===== config.mk =====
export PLATFORM = sky130hd
export DESIGN_NAME = alu_driver_flat
export DESIGN_NICKNAME = d
export VERILOG_FILES = /design/src/rtl/alu_driver_if.sv /design/src/rtl/alu_driver.sv /design/src/flat_wrapper.sv
export SDC_FILE = /design/constraint.sdc
export NUM_CORES = 1
export LEC_CHECK = 0
export CORE_ASPECT_RATIO = 1.2
export CORE_MARGIN = 2
export CORE_UTILIZATION = 45
export DETAILED_ROUTE_END_ITERATION = 12
export DONT_BUFFER_PORTS = 1
export PLACE_DENSITY = 0.57
export SLEW_MARGIN = 15
export SYNTH_ARGS = -nofsm -noshare
export SYNTH_HDL_FRONTEND = slang
export SYNTH_SLANG_ARGS = --single-unit

===== constraint.sdc =====
create_clock -name i_clk -period 3.1 [get_ports i_clk]
set_clock_uncertainty 0.2 [all_clocks]
set_input_delay 0.62 -clock i_clk [delete_from_list [all_inputs] [get_ports i_clk]]
set_output_delay 0.62 -clock i_clk [all_outputs]
set_load 0.05 [all_outputs]

===== src/rtl/alu_driver_if.sv =====
// Bus bundle between the execute-stage driver, its ALU and writeback.
// The driver side uses the slave modport; the environment uses master.
interface alu_driver_if;
  // request from decode
  logic        i_req_valid;
  logic        o_req_ready;
  logic [3:0]  i_req_op;
  logic [31:0] i_req_a;
  logic [31:0] i_req_b;
  logic [4:0]  i_req_rd;

  // ALU issue and return
  logic [3:0]  o_alu_op;
  logic [31:0] o_alu_a;
  logic [31:0] o_alu_b;
  logic        o_alu_valid;
  logic [31:0] i_alu_out;
  logic        i_alu_valid;

  // writeback
  logic        o_wb_valid;
  logic        i_wb_ready;
  logic [31:0] o_wb_data;
  logic [4:0]  o_wb_rd;
  logic        o_wb_err;

  modport slave (
    input  i_req_valid, i_req_op, i_req_a, i_req_b, i_req_rd,
    input  i_alu_out, i_alu_valid, i_wb_ready,
    output o_req_ready, o_alu_op, o_alu_a, o_alu_b, o_alu_valid,
    output o_wb_valid, o_wb_data, o_wb_rd, o_wb_err
  );

  modport master (
    output i_req_valid, i_req_op, i_req_a, i_req_b, i_req_rd,
    output i_alu_out, i_alu_valid, i_wb_ready,
    input  o_req_ready, o_alu_op, o_alu_a, o_alu_b, o_alu_valid,
    input  o_wb_valid, o_wb_data, o_wb_rd, o_wb_err
  );
endinterface


===== src/rtl/alu_driver.sv =====
// Execute-stage sequencer: issues one op to a one-cycle ALU, waits for its
// result (or a timeout), and holds the completion until writeback takes it.
//
//   state   | meaning
//   --------+--------------------------------------------------------
//   S_IDLE  | no op in flight, ready for a request
//   S_ISSUE | operands presented to the ALU with o_alu_valid for one cycle
//   S_WAIT  | operands held, sampling i_alu_valid, counting toward timeout
//   S_DONE  | completion held on o_wb_* until i_wb_ready
module alu_driver #(
  parameter int unsigned TIMEOUT_CYCLES = 15
) (
  input  logic         i_clk,
  input  logic         i_rst_n,
  input  logic         i_flush,
  alu_driver_if.slave  bus
);

  localparam int unsigned CNT_W = $clog2(TIMEOUT_CYCLES + 1);
  localparam logic [CNT_W-1:0] CNT_LAST = CNT_W'(TIMEOUT_CYCLES);

  typedef enum logic [1:0] {
    S_IDLE  = 2'd0,
    S_ISSUE = 2'd1,
    S_WAIT  = 2'd2,
    S_DONE  = 2'd3
  } state_t;

  state_t           state_q;
  state_t           state_d;

  logic             req_ready;
  logic             alu_valid;
  logic             wb_valid;
  logic             accept;
  logic             timed_out;

  logic [CNT_W-1:0] wait_cnt_q;
  logic [3:0]       op_q;
  logic [31:0]      a_q;
  logic [31:0]      b_q;
  logic [4:0]       rd_q;
  logic [31:0]      data_q;
  logic             err_q;

  assign accept    = req_ready & bus.i_req_valid;
  assign timed_out = ~bus.i_alu_valid & (wait_cnt_q == CNT_LAST);

  // state register
  always_ff @(posedge i_clk or negedge i_rst_n) begin
    if (!i_rst_n) begin
      state_q <= S_IDLE;
    end else begin
      state_q <= state_d;
    end
  end

  // next-state logic; flush overrides every transition
  always_comb begin
    state_d = state_q;
    if (i_flush) begin
      state_d = S_IDLE;
    end else begin
      case (state_q)
        S_IDLE: begin
          if (accept) state_d = S_ISSUE;
        end
        S_ISSUE: begin
          state_d = S_WAIT;
        end
        S_WAIT: begin
          if (bus.i_alu_valid || timed_out) state_d = S_DONE;
        end
        S_DONE: begin
          if (bus.i_wb_ready) state_d = accept ? S_ISSUE : S_IDLE;
        end
        default: begin
          state_d = S_IDLE;
        end
      endcase
    end
  end

  // outputs decoded from state; ready never looks at the request itself
  always_comb begin
    req_ready = 1'b0;
    alu_valid = 1'b0;
    wb_valid  = 1'b0;
    case (state_q)
      S_IDLE: begin
        req_ready = ~i_flush;
      end
      S_ISSUE: begin
        alu_valid = 1'b1;
      end
      S_DONE: begin
        wb_valid  = 1'b1;
        req_ready = ~i_flush & bus.i_wb_ready;
      end
      default: begin
        req_ready = 1'b0;
      end
    endcase
  end

  // request capture; accept already excludes flush
  always_ff @(posedge i_clk or negedge i_rst_n) begin
    if (!i_rst_n) begin
      op_q <= '0;
      a_q  <= '0;
      b_q  <= '0;
      rd_q <= '0;
    end else if (accept) begin
      op_q <= bus.i_req_op;
      a_q  <= bus.i_req_a;
      b_q  <= bus.i_req_b;
      rd_q <= bus.i_req_rd;
    end
  end

  // wait counter: zeroed while issuing so WAIT always starts from 0; saturates
  always_ff @(posedge i_clk or negedge i_rst_n) begin
    if (!i_rst_n) begin
      wait_cnt_q <= '0;
    end else if (i_flush || state_q == S_ISSUE) begin
      wait_cnt_q <= '0;
    end else if (state_q == S_WAIT && !bus.i_alu_valid && wait_cnt_q != CNT_LAST) begin
      wait_cnt_q <= wait_cnt_q + CNT_W'(1);
    end
  end

  // completion capture: ALU result, or zero data with the error flag
  always_ff @(posedge i_clk or negedge i_rst_n) begin
    if (!i_rst_n) begin
      data_q <= '0;
      err_q  <= 1'b0;
    end else if (i_flush) begin
      err_q  <= 1'b0;
    end else if (state_q == S_WAIT) begin
      if (bus.i_alu_valid) begin
        data_q <= bus.i_alu_out;
        err_q  <= 1'b0;
      end else if (timed_out) begin
        data_q <= '0;
        err_q  <= 1'b1;
      end
    end
  end

  assign bus.o_req_ready = req_ready;
  assign bus.o_alu_valid = alu_valid;
  assign bus.o_alu_op    = op_q;
  assign bus.o_alu_a     = a_q;
  assign bus.o_alu_b     = b_q;
  assign bus.o_wb_valid  = wb_valid;
  assign bus.o_wb_data   = data_q;
  assign bus.o_wb_rd     = rd_q;
  assign bus.o_wb_err    = err_q;

endmodule

===== src/flat_wrapper.sv =====
// flat-port wrapper written by rule: the top's interface ports become plain ports
module alu_driver_flat 
#(
  parameter int unsigned TIMEOUT_CYCLES = 15
)
  (i_clk, i_rst_n, i_flush, bus_i_req_valid, bus_i_req_op, bus_i_req_a, bus_i_req_b, bus_i_req_rd, bus_i_alu_out, bus_i_alu_valid, bus_i_wb_ready, bus_o_req_ready, bus_o_alu_op, bus_o_alu_a, bus_o_alu_b, bus_o_alu_valid, bus_o_wb_valid, bus_o_wb_data, bus_o_wb_rd, bus_o_wb_err);
  alu_driver_if bus_i ();
  input  logic i_clk;
  input  logic i_rst_n;
  input  logic i_flush;
  input wire logic [$bits(bus_i.i_req_valid)-1:0] bus_i_req_valid;
  input wire logic [$bits(bus_i.i_req_op)-1:0] bus_i_req_op;
  input wire logic [$bits(bus_i.i_req_a)-1:0] bus_i_req_a;
  input wire logic [$bits(bus_i.i_req_b)-1:0] bus_i_req_b;
  input wire logic [$bits(bus_i.i_req_rd)-1:0] bus_i_req_rd;
  input wire logic [$bits(bus_i.i_alu_out)-1:0] bus_i_alu_out;
  input wire logic [$bits(bus_i.i_alu_valid)-1:0] bus_i_alu_valid;
  input wire logic [$bits(bus_i.i_wb_ready)-1:0] bus_i_wb_ready;
  output wire logic [$bits(bus_i.o_req_ready)-1:0] bus_o_req_ready;
  output wire logic [$bits(bus_i.o_alu_op)-1:0] bus_o_alu_op;
  output wire logic [$bits(bus_i.o_alu_a)-1:0] bus_o_alu_a;
  output wire logic [$bits(bus_i.o_alu_b)-1:0] bus_o_alu_b;
  output wire logic [$bits(bus_i.o_alu_valid)-1:0] bus_o_alu_valid;
  output wire logic [$bits(bus_i.o_wb_valid)-1:0] bus_o_wb_valid;
  output wire logic [$bits(bus_i.o_wb_data)-1:0] bus_o_wb_data;
  output wire logic [$bits(bus_i.o_wb_rd)-1:0] bus_o_wb_rd;
  output wire logic [$bits(bus_i.o_wb_err)-1:0] bus_o_wb_err;
  assign bus_i.i_req_valid = bus_i_req_valid;
  assign bus_i.i_req_op = bus_i_req_op;
  assign bus_i.i_req_a = bus_i_req_a;
  assign bus_i.i_req_b = bus_i_req_b;
  assign bus_i.i_req_rd = bus_i_req_rd;
  assign bus_i.i_alu_out = bus_i_alu_out;
  assign bus_i.i_alu_valid = bus_i_alu_valid;
  assign bus_i.i_wb_ready = bus_i_wb_ready;
  assign bus_o_req_ready = bus_i.o_req_ready;
  assign bus_o_alu_op = bus_i.o_alu_op;
  assign bus_o_alu_a = bus_i.o_alu_a;
  assign bus_o_alu_b = bus_i.o_alu_b;
  assign bus_o_alu_valid = bus_i.o_alu_valid;
  assign bus_o_wb_valid = bus_i.o_wb_valid;
  assign bus_o_wb_data = bus_i.o_wb_data;
  assign bus_o_wb_rd = bus_i.o_wb_rd;
  assign bus_o_wb_err = bus_i.o_wb_err;
  alu_driver #(.TIMEOUT_CYCLES(TIMEOUT_CYCLES)) u_core (.i_clk(i_clk), .i_rst_n(i_rst_n), .i_flush(i_flush), .bus(bus_i));
endmodule

==> results.md <==
- Status: finished, violations left
- Failing checks: hold timing
- Final Hold Vio Count: between 100 and 150
- Vias: 2471
- Hold crit path type: input port to async pin
- Largest net degree at the start of global routing: 113
- DRC: 0
- Setup TNS Final: 0 ns
- GRT Residual Overflow: 0
- CP arrival: 1.94 ns
- Die extent in y: 112.8 microns
- Port bufs: 0
- Final setup violation count: 0
- Reg2reg start: u_core.state_q[1]
- Max-cap violations: 0
- Initial Utilization: 46.44%
- Synthesized area: 4442 sq um
- CTS clk-pin slew, worst paths: 0.07 ns
- Syn Nets: ~460
- Root buffer cell: clkbuf_16
- Slew of the pin with the lowest slew margin: ~0.68 ns
- Layout area overhead: 8.648%
- Final Max Tran Viols: 0
- First-pass GRT wire length: about 14000 microns
- End point of the critical path: bus_o_req_ready
- RSZ-0062 raised after global routing: false
- Worst-Skew Late Latency: about 0.34 ns
- Fin crit period: around 2.8 ns
- Slew HR: 54.75%
- Max FO, Critical Path: 5
- Setup CP Type: register to output pin
- Multi-input logic area: 1515 sq um
- Post-detail-place hpwl: 6473 microns
- Vias per Instance: 5.337
- Drt first pass iters: 4
- Syn_area_per_cell: about 13 sq um
- Die Area: 10680 sq um
- Fmax: 0.3626 GHz
- CTS tree: done
- Synth warn: 0
- Clock buffer depth: 2
- Final wirelength: around 8900 microns
- Syn Inst Count: 339
- Inserted Diodes: 0
- Num ports: between 200 and 250
- CTS sink count: around 110
- Die Wd: 94.70 microns
- Seq/Total Area, Yosys: 63.10%
- H-tree depth: 3
- Final ANT Viol Nets: 0
- Library cells used by synthesis: 26
- Vias in the first global route: 2570
- Req. time, crit path: 2.28 ns
- RR Endpoint: u_core.bus.o_alu_a[30]
- Wire per inst: 19.30 microns
- Crit path from: u_core.state_q[1]
- Reg2reg setup slack: 0.66 ns
- Fin crit share: 88.97%
- Num CTS Buffers: 9
- Routability Congestion: 0.7551
- Initial antenna violation count: 0
- Fillers: approximately 900
- Layout cells sized above 1: ~7.9%
- CP Capture Type: output pin
- Smallest hold slack: -0.2284 ns
- # resized after CTS: 0
- Post-layout nets: approximately 450
- Core area: 9564 sq um
- Reg2Reg Depth: 5
- Gr usage total: 16.88%
- Startpoint types: register
- Post-CTS Setup Inserts: 0
- DRT iter0 DRCs: 72
- Seq cells post-synth: 112
- Register area: 2803 sq um
- # rows: 39
==> synthesized netlist by cell type (all sizes together) <==
library cell  number  area share [%]
a41oi              1            0.20
nand2b             4            0.56
nand2             67             5.7
inv                2            0.17
mux2              73              19
nor3b              1            0.28
nor2               1            0.25
nor3               5            0.56
a21oi              2            0.23
xor2               3            0.59
a211oi             1            0.17
a222oi             1            0.23
o32ai              1            0.20
buf               12             2.2
ha                 5             1.4
clkbuf             7            0.59
dfrtp            112              63
and3               1            0.14
mux2i              2            0.45
nand3             35             3.9
or3b               2            0.45
a31oi              1            0.14
==> layout by cell type (no fill, tap or decap) <==
cell / netlist / layout
dfrtp_1: 112 / 112
mux2_1: 70 / 70
nand2_1: 67 / 67
nand3_1: 35 / 35
clkbuf_16: 0 / 9
nor3_1: 5 / 5
ha_1: 5 / 5
nand2b_1: 4 / 4
xor2_1: 3 / 3
mux2_2: 3 / 3
inv_6: 0 / 3
buf_4: 7 / 3
a21oi_1: 2 / 2
inv_1: 2 / 2
mux2i_1: 2 / 2
clkinv_4: 0 / 2
or3b_4: 1 / 1
nor2_4: 1 / 1
a31oi_1: 1 / 1
or3b_2: 1 / 1
nor3b_4: 0 / 1
a222oi_1: 1 / 1
o32ai_1: 1 / 1
a41oi_1: 1 / 1
a211oi_1: 1 / 1
and3_1: 1 / 1
bufinv_16: 0 / 1
clkinv_2: 0 / 1
buf_12: 0 / 1
==> routing by layer <==
layer | part of all wire (%) | vias to the layer above | global-route usage [%]
met5 | 0 | - | 0
met4 | 2.0 | 0 | 7.826
met3 | 12 | 11 | 6.724
met2 | 49 | 134 | 26.90
met1 | 37 | 1180 | 19.96
li1 | - | 1146 | -
==> state kept, by name, summed over array words and instances (netlist names) <==
name / count
u_core.state_q: 2
u_core.bus.o_wb_rd: 5
u_core.bus.o_wb_data: 32
u_core.bus.o_alu_a: 32
u_core.bus.o_wb_err: 1
u_core.wait_cnt_q: 4
u_core.bus.o_alu_b: 32
u_core.bus.o_alu_op: 4
==> area by class of cell <==
cell class | instances | share of cell area (%)
Inverter | 2 | 0.1556
Multi-Input combinational cell | 206 | 31.40
Tap cell | 123 | 3.189
Clock buffer | 9 | 4.667
Clock inverter | 7 | 1.633
Timing Repair Buffer | 4 | 0.8815
Sequential cell | 112 | 58.08
==> stage by stage <==
step	hold WS (ns)	util, %	area (sq um)	std cells	setup slack [ns]
after floorplan	0.1244	-	4442	339	0.07790
after global placement	0.1268	47.28	4522	447	0.6846
after detailed placement	0.1270	47.28	4522	447	0.6331
after CTS	-0.2436	50.46	4826	463	0.3138
after global routing	-0.2521	50.46	4826	463	0.2610
final	-0.2284	50.46	4826	463	0.3419
==> how the worst min path moves through the flow <==
stage	startpoint	end	slack, ns	depth (start not counted)
floorplan	i_rst_n	u_core.bus.o_alu_a[0]	0.12	0
global placement	i_rst_n	u_core.bus.o_alu_a[0]	0.13	0
detailed placement	i_rst_n	u_core.bus.o_alu_a[0]	0.13	0
CTS	i_rst_n	u_core.bus.o_alu_a[0]	-0.24	0
global route	i_rst_n	u_core.bus.o_alu_b[22]	-0.25	0
finish	i_rst_n	u_core.bus.o_alu_op[3]	-0.23	0
==> worst max-delay path, cell delays in order (launching register included) <==
cell and delay [ns]:
dfrtp_1 0.41, ha_1 0.56, a21oi_1 0.23, nor3_1 0.17, buf_4 0.22
==> cells by family after synthesis <==
kind of cell | share of synthesized area, %
DFF | 63.10
and+or+nand+nor | 11.86
xor gates and xnor gates | 0.5917
buffers and inverters | 2.930
AOI/OAI and AO/OA | 1.155
muxes | 18.96
adders and majority gates | 1.408
Power is left out: the tool's default activity adds up to more than one toggle a clock period on the data nets, which glitch-free logic cannot reach.
